==> src/rtl/uart_rx_to_mat_mem_pkg.sv <==
// Shared encodings for the UART matrix-load path: control FSM states (one-hot, drive
// state_LED directly), UART core states, operand memory base addresses and default baud timing.
package uart_rx_to_mat_mem_pkg;

  localparam int DEFAULT_CLKS_PER_BIT = 10417;  // 100 MHz / 9600 baud

  localparam int A_BASE = 0;
  localparam int B_BASE = 4;

  // One-hot so the state register can be shown on the board LEDs without decoding.
  typedef enum logic [4:0] {
    ST_IDLE  = 5'b00001,
    ST_RECV  = 5'b00010,
    ST_WRITE = 5'b00100,
    ST_DONE  = 5'b01000,
    ST_ERR   = 5'b10000
  } ctrl_state_t;

  typedef enum logic [1:0] {
    CORE_IDLE,
    CORE_START,
    CORE_DATA,
    CORE_STOP
  } core_state_t;

endpackage

==> src/rtl/uart_rx_to_mat_mem_uart_rx_core.sv <==
// 8N1 UART receiver: 2-FF synchronizer, mid-bit sampling, LSB-first shift register,
// single-cycle rx_valid / frame_err pulses and a frame-in-progress status flag.
module uart_rx_core
  import uart_rx_to_mat_mem_pkg::*;
#(
  parameter int CLKS_PER_BIT = DEFAULT_CLKS_PER_BIT,
  parameter int DATA_W       = 8
) (
  input  logic              clk,
  input  logic              rst,
  input  logic              rx_data,
  output logic              rx_valid,
  output logic [DATA_W-1:0] rx_byte,
  output logic              frame_err,
  output logic              rx_status
);

  localparam int CNT_W = $clog2(CLKS_PER_BIT);
  localparam int IDX_W = (DATA_W > 1) ? $clog2(DATA_W) : 1;
  localparam logic [CNT_W-1:0] HALF_LAST = CNT_W'(CLKS_PER_BIT / 2 - 1);
  localparam logic [CNT_W-1:0] BIT_LAST  = CNT_W'(CLKS_PER_BIT - 1);
  localparam logic [IDX_W-1:0] IDX_LAST  = IDX_W'(DATA_W - 1);

  core_state_t       state;
  logic              rx_meta;
  logic              rx_sync;
  logic              rx_prev;
  logic [CNT_W-1:0]  cnt;
  logic [IDX_W-1:0]  bit_idx;
  logic [DATA_W-1:0] shift;

  // NOTE: all state here uses non-blocking assignments so every register samples the
  // pre-edge values of the others, exactly like the flip-flops they become.
  always_ff @(posedge clk or negedge rst) begin
    if (!rst) begin
      // NOTE: the synchronizer resets to the idle-line level (1), otherwise releasing
      // reset would look like a falling edge and start a bogus frame.
      rx_meta   <= 1'b1;
      rx_sync   <= 1'b1;
      rx_prev   <= 1'b1;
      state     <= CORE_IDLE;
      cnt       <= '0;
      bit_idx   <= '0;
      shift     <= '0;
      rx_valid  <= 1'b0;
      rx_byte   <= '0;
      frame_err <= 1'b0;
      rx_status <= 1'b0;
    end else begin
      rx_meta   <= rx_data;
      rx_sync   <= rx_meta;
      rx_prev   <= rx_sync;
      rx_valid  <= 1'b0;
      frame_err <= 1'b0;

      unique case (state)
        CORE_IDLE: begin
          cnt     <= '0;
          bit_idx <= '0;
          if (rx_prev && !rx_sync) begin
            state     <= CORE_START;
            rx_status <= 1'b1;
          end
        end

        // Re-check the start bit at its centre; a high level here was only a glitch.
        CORE_START: begin
          if (cnt == HALF_LAST) begin
            cnt <= '0;
            if (rx_sync) begin
              state     <= CORE_IDLE;
              rx_status <= 1'b0;
            end else begin
              state <= CORE_DATA;
            end
          end else begin
            cnt <= cnt + 1'b1;
          end
        end

        CORE_DATA: begin
          if (cnt == BIT_LAST) begin
            cnt   <= '0;
            shift <= {rx_sync, shift[DATA_W-1:1]};
            if (bit_idx == IDX_LAST) begin
              bit_idx <= '0;
              state   <= CORE_STOP;
            end else begin
              bit_idx <= bit_idx + 1'b1;
            end
          end else begin
            cnt <= cnt + 1'b1;
          end
        end

        CORE_STOP: begin
          if (cnt == BIT_LAST) begin
            cnt       <= '0;
            state     <= CORE_IDLE;
            rx_status <= 1'b0;
            if (rx_sync) begin
              rx_valid <= 1'b1;
              rx_byte  <= shift;
            end else begin
              frame_err <= 1'b1;
            end
          end else begin
            cnt <= cnt + 1'b1;
          end
        end

        default: state <= CORE_IDLE;
      endcase
    end
  end

endmodule

==> src/rtl/uart_rx_to_mat_mem.sv <==
// Receives A then B operand elements over UART and writes them, in arrival order, into
// the operand memory; mat_ready tells the multiplier a full set is stored.
module uart_rx_to_mat_mem
  import uart_rx_to_mat_mem_pkg::*;
#(
  parameter int CLKS_PER_BIT = DEFAULT_CLKS_PER_BIT,
  parameter int DATA_W       = 8,
  parameter int N_ELEM       = 8,
  parameter int ADDR_W       = 3
) (
  input  logic              clk,
  input  logic              rst,
  input  logic              rx_data,
  input  logic              load_mat,
  output logic              mem_wr_en,
  output logic [ADDR_W-1:0] mem_wr_addr,
  output logic [DATA_W-1:0] mem_wr_data,
  output logic              mat_ready,
  output logic [2:0]        values_rcvd_count,
  output logic              frame_err,
  output logic              rx_status,
  output logic [4:0]        state_LED
);

  localparam logic [ADDR_W-1:0] LAST_IDX = ADDR_W'(N_ELEM - 1);

  ctrl_state_t       state;
  logic [ADDR_W-1:0] count;
  logic              rx_valid;
  logic [DATA_W-1:0] rx_byte;

  uart_rx_core #(
    .CLKS_PER_BIT (CLKS_PER_BIT),
    .DATA_W       (DATA_W)
  ) u_core (
    .clk       (clk),
    .rst       (rst),
    .rx_data   (rx_data),
    .rx_valid  (rx_valid),
    .rx_byte   (rx_byte),
    .frame_err (frame_err),
    .rx_status (rx_status)
  );

  assign state_LED         = state;
  assign values_rcvd_count = 3'(count);

  always_ff @(posedge clk or negedge rst) begin
    if (!rst) begin
      state       <= ST_IDLE;
      count       <= '0;
      mem_wr_en   <= 1'b0;
      mem_wr_addr <= '0;
      mem_wr_data <= '0;
      mat_ready   <= 1'b0;
    end else begin
      mem_wr_en <= 1'b0;

      unique case (state)
        ST_IDLE: begin
          count     <= '0;
          mat_ready <= 1'b0;
          if (load_mat) state <= ST_RECV;
        end

        // The strobe is launched here so it is high during the single WRITE cycle,
        // one cycle after rx_valid.
        ST_RECV: begin
          if (!load_mat) begin
            state <= ST_IDLE;
            count <= '0;
          end else if (frame_err) begin
            state <= ST_ERR;
          end else if (rx_valid) begin
            state       <= ST_WRITE;
            mem_wr_en   <= 1'b1;
            mem_wr_addr <= ADDR_W'(A_BASE) + count;
            mem_wr_data <= rx_byte;
          end
        end

        // The last element wraps the counter to 0; mat_ready distinguishes full from empty.
        ST_WRITE: begin
          if (count == LAST_IDX) begin
            count     <= '0;
            mat_ready <= 1'b1;
            state     <= ST_DONE;
          end else begin
            count <= count + 1'b1;
            state <= ST_RECV;
          end
        end

        ST_DONE: begin
          if (!load_mat) begin
            state     <= ST_IDLE;
            mat_ready <= 1'b0;
            count     <= '0;
          end
        end

        ST_ERR: begin
          if (!load_mat) begin
            state <= ST_IDLE;
            count <= '0;
          end
        end

        default: state <= ST_IDLE;
      endcase
    end
  end

endmodule

==> config.mk <==
export PLATFORM = sky130hd
export DESIGN_NAME = uart_rx_to_mat_mem
export DESIGN_NICKNAME = d
export VERILOG_FILES = /design/src/rtl/uart_rx_to_mat_mem_pkg.sv /design/src/rtl/uart_rx_to_mat_mem_uart_rx_core.sv /design/src/rtl/uart_rx_to_mat_mem.sv
export SDC_FILE = /design/constraint.sdc
export NUM_CORES = 1
export LEC_CHECK = 0
export CORE_MARGIN = 1
export CORE_UTILIZATION = 60
export CTS_CLUSTER_DIAMETER = 80
export CTS_CLUSTER_SIZE = 16
export DETAILED_ROUTE_END_ITERATION = 16
export HOLD_SLACK_MARGIN = 0.06
export PLACE_DENSITY = 0.83
export SYNTH_ARGS = -nofsm -noshare
export SYNTH_HDL_FRONTEND = slang
export SYNTH_SLANG_ARGS = --single-unit
==> constraint.sdc <==
create_clock -name clk -period 5.4 [get_ports clk]
set_input_delay 1.08 -clock clk [delete_from_list [all_inputs] [get_ports clk]]
set_output_delay 1.08 -clock clk [all_outputs]
set_load 0.05 [all_outputs]
==> metrics.txt <==
status=finished clean; vias in the first global route=2091; fin. max-slew vios=0; total grt overflow=0; Synth Instances=284; # H-tree levels=3; CTS Buf Count=9; TritonRoute pass-1 iters=5; final period utilization=0.556; Static Leak=1.58 nW; fraction of the yosys area taken by sequential cells=0.536; vias=2111; Critical Path RT=5680 ps; most frequent cells in the layout=dfrtp_1, nand2_1, nor2_1; # fillers=331; Die Y=71.6 um; commonest non-fill, non-tap cell in the layout=dfrtp_1; final worst slack=2400 ps; Initial Utilization=0.644; antenna violations before repair=0; Area growth, synth to finish=16.8%; Die Width=approximately 72 um; crit path capture type=register; Worst Skew=6.12 ps; non-filler instance count after layout=~370; relative slew slack=0.300; Clock transition at path regs=70 ps; Core Box Area=4500 sq um; maximum vdd drop=0.381 mV; RSZ-0062 raised after global routing=no; Data arrival, critical path=~3300 ps; crit path launch type=input pin; total track usage=0.245; first-pass GRT wire length=9450 um; class of the most critical setup path=in -> reg; vias per inst=~5.8; Reg power frac=0.455; largest net degree at the start of global routing=63; pre-CTS setup slack=2040 ps; #FFs+latches synth=62; # Post-CTS Setup Buffers=0; Combinational Power Share=0.188; final setup vio count=0; Async S/R FF share, synth=1.00; Resized Gates After CTS=0; dpl cells=350; row cnt=24; clock group share of total power=0.356; clk_lat worst skew=350 ps; YS warnings=0; port bufs=26; Final Total Pwr=1.28 mW; ant diodes=0; CTS root buffer=clkbuf_8; clk sinks=62; min Tclk post-route=around 3000 ps; Hold Path Class=reg -> reg; setup_tns=0 ps; hpwl dp=3530 um; number of synthesized flops with an enable pin=0; share of cells above drive strength 1=0.0860; Fmax=333 MHz; sw power=0.404 mW; worst slew pin tran=between 1000 and 1500 ps; die area=5120 sq um; Sw Ratio=0.317; Fin. Hold Viols=0; CTS Hold Bufs=0; ys flop type=dfrtp_1; drt wl/cell=15.0 um; NumNets Final=319; gpl congestion=roughly 0.76; synthesized cell area=2900 sq um; CP Max Fanout=12; Distinct cells, synth=46; Ports=27; CTS tree=yes; Max Buffers Root-to-Sink=2; Post-Syn Nets=294; residual DRC count=0; total wire length=5490 um; Initial DRC Count=184; max-cap viol count=0; Cell Int Power=0.871 mW; Pwr per Cell Area=376 nW/um^2; Avg Cell Area, Syn=10.2 sq um; antenna-violating nets left=0
## registers in the layout, summed over array words and instances (netlist names), 3 cells and up, named ones only
| signal | cells |
|---|---|
| mem_wr_addr | 3 |
| mem_wr_data | 8 |
| state_LED | 5 |
| u_core.bit_idx | 3 |
| u_core.cnt | 14 |
| u_core.rx_byte | 8 |
| u_core.shift | 8 |
| values_rcvd_count | 3 |
## logic make-up (layout without fill, tap and decap cells)
kind of cell,after synthesis,count (layout),synth area share
multiplexers,16,16,0.0621
AND/OR/NAND/NOR,141,141,0.252
XOR/XNOR,11,11,0.0332
AO/OA/AOI/OAI,27,27,0.0586
flip-flops,62,62,0.536
buffers and inverters,21,51,0.0323
adder cells (fa/ha/maj),6,6,0.0259
## synthesized netlist by cell type, types with 4 or more instances
cell,count,share of area
nand3_1,14,0.024
nor3_1,6,0.010
clkbuf_1,8,0.010
a21oi_1,9,0.016
nor2_1,28,0.036
xnor2_1,5,0.015
xor2_1,6,0.018
nor2b_1,6,0.013
inv_1,8,0.010
dfstp_2,4,0.036
dfrtp_1,58,0.50
ha_1,6,0.026
mux2_1,16,0.062
nand2_1,52,0.067
nor4b_1,4,0.012
o21ai_1,4,0.0069
nand2b_1,5,0.011
and3_1,4,0.0086
## layout make-up
cell class | count | area (sq um) | share of cell area
well taps | 52 | 65.1 | 0.0192
repair buffers | 27 | 263 | 0.0775
inverters | 8 | 30.0 | 0.00886
clock buffers | 11 | 141 | 0.0417
clock inverters | 5 | 82.6 | 0.0244
flip-flops and latches | 62 | 1560 | 0.459
multi-input cells | 201 | 1250 | 0.369
## routing by layer
metal,vias to the layer above,global-route usage,wire [um]
li1,1028,-,-
met1,1035,0.295,2450
met2,38,0.420,2760
met3,10,0.0464,152
met4,0,0.133,124
met5,-,0,0
## worst max-delay path, cell delays in order
cell and delay, ps:
clkdlybuf4s50_1 630, or4b_4 550, nor4_2 780, nand2_1 140, nand2_1 110
## worst paths after layout
path | from | endpoint | slack, ps | cells past startpoint
worst min register to register | u_core.rx_meta$_DFF_PN1_ | u_core.rx_sync$_DFF_PN1_ | 360 | 0
min in group asynchronous | rst | values_rcvd_count[0]$_DFFE_PN0P_ | 870 | 2
worst max-delay path | load_mat | mem_wr_data[4]$_DFFE_PN0P_ | 2400 | 5
worst min-delay path | u_core.rx_meta$_DFF_PN1_ | u_core.rx_sync$_DFF_PN1_ | 360 | 0
max in group asynchronous | rst | u_core.rx_status$_DFFE_PN0P_ | 3990 | 2
worst max register to register | u_core.cnt[3]$_DFF_PN0_ | u_core.cnt[6]$_DFF_PN0_ | 2860 | 4
## through the flow
| step | hold WS [ps] | util | cell area (sq um) |
|---|---|---|---|
| after floorplan | 345 | - | 2900 |
| after global placement | 350 | 0.703 | 3170 |
| after detailed placement | 349 | 0.703 | 3170 |
| after CTS | 357 | 0.753 | 3390 |
| after global routing | 357 | 0.753 | 3390 |
| final | 359 | 0.753 | 3390 |
## power groups by stage
stage / Sequential, mW / Clock [mW] / Combinational, mW
after floorplan: 0.581 / 0 / 0.177
after global placement: 0.585 / 0 / 0.231
after detailed placement: 0.587 / 0 / 0.239
after CTS: 0.578 / 0.460 / 0.242
after global routing: 0.590 / 0.474 / 0.270
final: 0.581 / 0.454 / 0.240
No activity file was read; power rests on OpenSTA's default activity.
